===== config.mk =====
export PLATFORM = sky130hd
export DESIGN_NAME = gc_controller_poll
export DESIGN_NICKNAME = d
export VERILOG_FILES = /design/src/rtl/gc_controller_poll.sv
export SDC_FILE = /design/constraint.sdc
export NUM_CORES = 1
export LEC_CHECK = 0
export CAP_MARGIN = 20
export CORE_ASPECT_RATIO = 1.1
export CORE_MARGIN = 3
export CORE_UTILIZATION = 45
export DETAILED_ROUTE_END_ITERATION = 8
export DONT_BUFFER_PORTS = 1
export PLACE_DENSITY = 0.66
export SLEW_MARGIN = 20
export SYNTH_ARGS = -nofsm -noshare
export SYNTH_HDL_FRONTEND = slang
export SYNTH_SLANG_ARGS = --single-unit

===== constraint.sdc =====
create_clock -name clock -period 9.6 [get_ports clock]
set_input_delay 2.4 -clock clock [delete_from_list [all_inputs] [get_ports clock]]
set_output_delay 2.4 -clock clock [all_outputs]
set_load 0.1 [all_outputs]

===== src/rtl/gc_controller_poll.sv =====
// gc_controller_poll
//   Polls one GameCube controller over its single-wire open-drain bus and
//   publishes the latest 64-bit button/stick status (one instance per player).
//
//   Ports:
//     clock         in   system clock
//     reset         in   asynchronous, active-high reset
//     data_in       in   raw bus level from the gpio pin (asynchronous)
//     data_oe       out  1 = pull bus low, 0 = release (open-drain enable)
//     rumble        in   rumble bit sent in the poll command
//     status [63:0] out  last good response, MSB = first bit received
//     status_valid  out  one-cycle pulse when status updates
//     timeout_err   out  set when a poll fails, cleared by the next good poll
//     busy          out  high while a transaction is in progress
//
//   Optional feature macro: GC_ORIGIN_CAL_EN
//     When defined, the first transaction after reset is an origin probe
//     (0x41, 80-bit response); stick bytes of later polls are re-centred
//     against the stored origin and clamped to 0..255.
//
//   Parameters: US_CYCLES (clocks per us), POLL_CYCLES (poll period),
//   RESP_TO_US (first-response timeout), BIT_TO_US (inter-edge timeout).
module gc_controller_poll #(
    parameter int unsigned US_CYCLES   = 50,
    parameter int unsigned POLL_CYCLES = 833333,
    parameter int unsigned RESP_TO_US  = 200,
    parameter int unsigned BIT_TO_US   = 8
) (
    input  logic        clock,
    input  logic        reset,
    input  logic        data_in,
    output logic        data_oe,
    input  logic        rumble,
    output logic [63:0] status,
    output logic        status_valid,
    output logic        timeout_err,
    output logic        busy
);

    localparam int unsigned PRE_W  = (US_CYCLES > 1) ? $clog2(US_CYCLES) : 1;
    localparam int unsigned POLL_W = (POLL_CYCLES > 1) ? $clog2(POLL_CYCLES) : 1;
`ifdef GC_ORIGIN_CAL_EN
    localparam int unsigned SR_W = 80;
`else
    localparam int unsigned SR_W = 64;
`endif

    localparam logic [7:0] RESP_LIM = 8'(RESP_TO_US - 1);
    localparam logic [7:0] BIT_LIM  = 8'(BIT_TO_US - 1);

    typedef enum logic [3:0] {
        IDLE, TX_LOW, TX_HIGH, TX_STOP, RX_WAIT, RX_SAMPLE, RX_STOP, DONE, ERR
    } state_t;

    state_t            state, state_next;
    logic              sync1, sync2, sync3;
    logic              fall, rise;
    logic [PRE_W-1:0]  presc;
    logic              tick;
    logic [7:0]        us_cnt;
    logic [POLL_W-1:0] poll_cnt;
    logic              poll_wrap;
    logic [23:0]       cmd_sr;
    logic [4:0]        tx_cnt;
    logic [4:0]        tx_last;
    logic [6:0]        rx_cnt;
    logic [6:0]        rx_last;
    logic [SR_W-1:0]   rx_sr;
    logic              stop_fell;
    logic              timer_clr, tx_shift, rx_shift, oe_next;
    logic              start_tx;

`ifdef GC_ORIGIN_CAL_EN
    logic        cal_done;
    logic        probe;
    logic [31:0] origin;

    assign probe   = ~cal_done;
    assign tx_last = probe ? 5'd7 : 5'd23;
    assign rx_last = probe ? 7'd79 : 7'd63;

    // raw - origin + 128, clamped to an unsigned byte
    function automatic logic [7:0] center(input logic [7:0] raw, input logic [7:0] org);
        logic signed [9:0] v;
        v = $signed({2'b00, raw}) - $signed({2'b00, org}) + 10'sd128;
        if (v < 10'sd0)
            return 8'h00;
        else if (v > 10'sd255)
            return 8'hFF;
        else
            return v[7:0];
    endfunction
`else
    assign tx_last = 5'd23;
    assign rx_last = 7'd63;
`endif

    assign fall      = sync3 & ~sync2;
    assign rise      = ~sync3 & sync2;
    assign tick      = (presc == PRE_W'(US_CYCLES - 1));
    assign poll_wrap = (poll_cnt == POLL_W'(POLL_CYCLES - 1));
    assign start_tx  = (state == IDLE) && poll_wrap;

    // Next state and strobes
    always_comb begin
        state_next = state;
        timer_clr  = 1'b0;
        tx_shift   = 1'b0;
        rx_shift   = 1'b0;
        case (state)
            IDLE:      if (poll_wrap) state_next = TX_LOW;
            // '0' is 3 us low / 1 us high, '1' is 1 us low / 3 us high
            TX_LOW:    if (tick && us_cnt == (cmd_sr[23] ? 8'd0 : 8'd2)) state_next = TX_HIGH;
            TX_HIGH:   if (tick && us_cnt == (cmd_sr[23] ? 8'd2 : 8'd0)) begin
                           tx_shift   = 1'b1;
                           state_next = (tx_cnt == tx_last) ? TX_STOP : TX_LOW;
                       end
            TX_STOP:   if (tick) state_next = RX_WAIT;
            RX_WAIT:   if (fall)
                           state_next = RX_SAMPLE;
                       else if (tick && us_cnt == ((rx_cnt == 7'd0) ? RESP_LIM : BIT_LIM))
                           state_next = ERR;
            RX_SAMPLE: if (tick && us_cnt == 8'd1) begin
                           rx_shift   = 1'b1;
                           state_next = (rx_cnt == rx_last) ? RX_STOP : RX_WAIT;
                       end
            RX_STOP:   if (stop_fell && rise)
                           state_next = DONE;
                       else if (fall)
                           timer_clr = 1'b1;
                       else if (tick && us_cnt == BIT_LIM)
                           state_next = ERR;
            DONE:      state_next = IDLE;
            ERR:       state_next = IDLE;
            default:   state_next = IDLE;
        endcase
        // Leaving RX_SAMPLE keeps the timer running so the inter-bit timeout
        // is measured from the falling edge, not from the sample point.
        if (state_next != state && state != RX_SAMPLE)
            timer_clr = 1'b1;
        oe_next = (state_next == TX_LOW) || (state_next == TX_STOP);
    end

    // State register and registered outputs
    always_ff @(posedge clock or posedge reset) begin
        if (reset) begin
            state   <= IDLE;
            data_oe <= 1'b0;
            busy    <= 1'b0;
        end else begin
            state   <= state_next;
            data_oe <= oe_next;
            busy    <= (state_next != IDLE);
        end
    end

    // Synchronizer, poll timer, microsecond timer
    always_ff @(posedge clock or posedge reset) begin
        if (reset) begin
            sync1    <= 1'b1;
            sync2    <= 1'b1;
            sync3    <= 1'b1;
            poll_cnt <= '0;
            presc    <= '0;
            us_cnt   <= '0;
        end else begin
            sync1    <= data_in;
            sync2    <= sync1;
            sync3    <= sync2;
            poll_cnt <= poll_wrap ? '0 : poll_cnt + 1'b1;
            if (timer_clr) begin
                presc  <= '0;
                us_cnt <= '0;
            end else if (tick) begin
                presc <= '0;
                if (us_cnt != 8'hFF)
                    us_cnt <= us_cnt + 8'd1;
            end else begin
                presc <= presc + 1'b1;
            end
        end
    end

    // Command/response datapath and status publication
    always_ff @(posedge clock or posedge reset) begin
        if (reset) begin
            cmd_sr       <= '0;
            tx_cnt       <= '0;
            rx_cnt       <= '0;
            rx_sr        <= '0;
            stop_fell    <= 1'b0;
            status       <= '0;
            status_valid <= 1'b0;
            timeout_err  <= 1'b0;
`ifdef GC_ORIGIN_CAL_EN
            cal_done     <= 1'b0;
            origin       <= '0;
`endif
        end else begin
            status_valid <= 1'b0;
            if (start_tx) begin
                // Poll command bytes 0x40 0x03 0x00, rumble in bit 0 of the last byte
`ifdef GC_ORIGIN_CAL_EN
                cmd_sr <= probe ? {8'h41, 16'h0000} : {8'h40, 8'h03, 7'b0000000, rumble};
`else
                cmd_sr <= {8'h40, 8'h03, 7'b0000000, rumble};
`endif
                tx_cnt    <= '0;
                rx_cnt    <= '0;
                stop_fell <= 1'b0;
            end
            if (tx_shift) begin
                cmd_sr <= {cmd_sr[22:0], 1'b0};
                tx_cnt <= tx_cnt + 5'd1;
            end
            if (rx_shift) begin
                rx_sr  <= {rx_sr[SR_W-2:0], sync2};
                rx_cnt <= rx_cnt + 7'd1;
            end
            if (state == RX_STOP && fall)
                stop_fell <= 1'b1;
            if (state == DONE) begin
`ifdef GC_ORIGIN_CAL_EN
                if (probe) begin
                    origin   <= rx_sr[63:32];
                    cal_done <= 1'b1;
                end else begin
                    status <= {rx_sr[63:48],
                               center(rx_sr[47:40], origin[31:24]),
                               center(rx_sr[39:32], origin[23:16]),
                               center(rx_sr[31:24], origin[15:8]),
                               center(rx_sr[23:16], origin[7:0]),
                               rx_sr[15:0]};
                    status_valid <= 1'b1;
                end
`else
                status       <= rx_sr;
                status_valid <= 1'b1;
`endif
                timeout_err <= 1'b0;
            end
            if (state == ERR)
                timeout_err <= 1'b1;
        end
    end

endmodule


==> results.py <==
metrics = {
    "outcome": {
        "run_status": "finished, final reports clean",
    },
    "timing": {
        "layout_worst_path_cycle_share_pct": 40.59,
        "setup_repair_after_global_routing_missed_its_margin": "false",
        "final_tns_setup_ns": 0,
        "tightest_slew_ns": 1.001,
        "rel_slew_slack_pct": 33.28,
        "achievable-frequency_mhz": 256.6,
        "setup_viol_count_final": 0,
        "maxSlewViolCount": 0,
        "whs_ns": 0.3537,
        "worst_skew_ns": 0.009218,
        "timing.final.hold_violations": 0,
        "finalWorstPathRequiredPeriod_ns": 3.897,
    },
    "layout": {
        "n_antenna_cell": 0,
        "multi_input_area_sq_um": 3458,
        "regArea_sq_um": 5259,
        "proportion_of_layout_cells_with_a_drive_suffix_above_1_pct": 8.626,
        "design.final.nets": 936,
        "nFillCells": 1787,
        "syn2layout_area_growth_pct": 10.17,
        "postLayoutCoreUtil_pct": 51.19,
    },
    "critical_path": {
        "reg2regPathDepth": 7,
        "cp-end-kind": "output pin",
        "critical_setup_path_class": "register to output pin",
        "depth_of_the_critical_timing_path_with_buffers_and_inverters_included": 0,
        "critPathMaxFanout": 3,
        "crit_arrival_ns": 1.50,
        "worstPathRequired_ns": 7.20,
        "cp_launch_type": "register",
    },
    "hold_path": {
        "worstHoldPathType": "register to register",
        "timing.hold.worst_path_depth": 0,
    },
    "clocking": {
        "post_cts.repair.setup_buffers": 0,
        "clock_pin_slew_worst_setup_and_hold_paths_ns": 0.06,
        "clk_root_buffer_cell": "sky130_fd_sc_hd__clkbuf_16",
        "clock_sink_count": 210,
        "postCtsResizedCells": 0,
        "clock_path_buffers": 3,
        "cts_htree_levels": 1,
        "cts_made_buffers": 23,
        "hold_buffers": 0,
        "tritoncts": "yes",
        "insertion_delay_ns": 0.50,
    },
    "placed_design": {
        "port_buffers": 0,
        "globalplace.congestion": 0.8094,
        "dp_hpwl_um": 10040,
    },
    "yosys": {
        "synthesis.area_sq_um": 9029,
        "synth_edf_count": 0,
        "number_of_synthesis_warnings": 0,
        "postSynthNetCount": 948,
        "cell_taking_the_most_area_after_synthesis": "sky130_fd_sc_hd__dfrtp_1",
        "synthFlopType": "sky130_fd_sc_hd__dfrtp_1",
        "syn_area_per_cell_sq_um": 9.656,
        "post_synth_inst_count": 935,
        "asyncSetResetFlopFracSynth_pct": 100.0,
        "ys_types": 64,
        "synth.ff_latch_count": 210,
        "cell_types_occupying_the_most_area_after_synthesis": "sky130_fd_sc_hd__dfrtp_1, sky130_fd_sc_hd__nand2_1, sky130_fd_sc_hd__a22o_1",
        "ys_seq_area_share_pct": 58.25,
        "fraction_of_post_synthesis_cell_area_in_the_top_cell_type_by_area_pct": 57.37,
    },
    "detailed_routing": {
        "mean_number_of_vias_per_cell": 5.141,
        "drt-total-wl_um": 16240,
        "wl_per_cell_um": 13.70,
        "drt_first_pass_iters": 5,
        "ant_nets": 0,
        "remaining_drc_errors": 0,
        "drt_iter0_drc": 378,
        "vias": 6097,
    },
    "floorplanning": {
        "initial_utilization_pct": 46.47,
        "die-area_sq_um": 21800,
        "die-height_um": 154.6,
        "fp.dieW_um": 141.1,
        "core_footprint_sq_um": 19430,
        "io_pins": 72,
        "fp-row-count": 53,
    },
    "global_route": {
        "globalRoute.totalOverflow": 0,
        "initial_antenna_violation_count": 0,
        "top_usage_layer": "met2",
        "grt_pass1_wl_um": 28710,
        "largest_net_degree_at_the_start_of_global_routing": 134,
        "first_global_vias": 5993,
        "globalRouteMet2Util_pct": 25.48,
        "gr-usage-met3_pct": 2.907,
        "grt_util_met1_pct": 21.01,
        "grtUsageTotal_pct": 15.33,
    },
    "power": {
        "power-per-cell-area_nw_per_um2": 181.9,
        "peakVddDrop_mv": 0.1844,
        "leakagePower_nw": 5.146,
        "finalPower_mw": 1.810,
    },
    "job": {
        "maxCapViolations": 0,
    },
}
-- cells in the mapped netlist, drive strengths merged (2+ instances only) --
cell type / instances
clkbuf: 17
and2: 3
nor4b: 4
xor2: 19
a22o: 19
o211ai: 3
or3: 4
buf: 26
nand2: 416
mux2i: 4
a21o: 4
nor4: 6
o21ai: 15
nand3: 24
inv: 17
nand2b: 5
nand4bb: 2
o31ai: 2
nor2b: 6
a21oi: 5
dfstp: 3
mux2: 3
nand3b: 3
nor3: 23
o21a: 2
nor3b: 6
dfrtp: 207
ha: 9
xnor2: 12
nor2: 33
nand4b: 5
and3: 3
nand4: 9
-- report_power, final --
part | switching [mW] | internal [mW]
combinational | 0.0164 | 0.000771
clock | 0.337 | 0.569
sequential | 0.000549 | 0.887
-- final timing paths --
check                                             start                      to  slack (ns)
worst max-delay path            timeout_err$_DFFE_PP0P_             timeout_err        5.70
worst min-delay path                    sync1$_DFF_PP1_         sync2$_DFF_PP1_        0.35
worst max register to register       state[1]$_DFF_PP0_   status[0]$_DFFE_PP0P_        6.89
worst min register to register          sync1$_DFF_PP1_         sync2$_DFF_PP1_        0.35
max in group asynchronous                         reset   rx_cnt[6]$_DFFE_PP0P_        6.06
min in group asynchronous                         reset  status[32]$_DFFE_PP0P_        1.94
-- per-layer routing --
| metal | share of wire, % | up-vias |
|---|---|---|
| met5 | 0 | - |
| met4 | 1.6 | 0 |
| met3 | 4.2 | 27 |
| met2 | 46 | 89 |
| met1 | 48 | 2961 |
| li1 | - | 3020 |
-- cell families (layout without fill, tap and decap cells) --
family                     after synthesis  after routing  share of synthesized area, %
and+or+nand+nor                        558            558                         27.80
buffers and inverters                   60             64                         3.534
DFF                                    210            210                         58.25
adders and majority gates                9              9                         1.247
muxes                                    7              7                        0.8176
xor gates and xnor gates                31             31                         3.007
AOI/OAI and AO/OA                       60             60                         5.349
-- flip-flops by register name, summed over array words and instances (netlist names) --
name and count:
rx_cnt 7, presc 6, poll_cnt 20, busy 1, data_oe 1, sync2 1, stop_fell 1, rx_sr 64
us_cnt 8, cmd_sr 24, sync1 1, status 64, status_valid 1, timeout_err 1, tx_cnt 5, sync3 1
state 4
-- layout by cell type (no fill, tap or decap), drive strengths merged, types with 6 or more instances in the layout --
master    n
clkbuf   35
inv      18
nand2   416
nand4     9
nor2     33
nand3    24
a22o     19
nor4      6
xor2     19
nor3b     6
o21ai    15
nor2b     6
buf       6
nor3     23
xnor2    12
dfrtp   207
ha        9
-- metrics by stage --
step	setup WS [ns]	std cells	cell area, sq um
floorplan	1.467	935	9029
global placement	5.477	1145	9143
detailed placement	5.471	1145	9143
CTS	5.666	1186	9947
global route	5.641	1186	9947
finish	5.703	1186	9947
-- cell type report --
type / count / share of cell area [%]
repair buffers: 6 / 0.4528
well taps: 247 / 3.107
clock inverters: 6 / 0.8428
flip-flops and latches: 210 / 52.87
inverters: 17 / 0.7170
clock buffers: 35 / 7.245
multi-input cells: 665 / 34.77
Note: power is estimated with default switching activity, not from simulation.
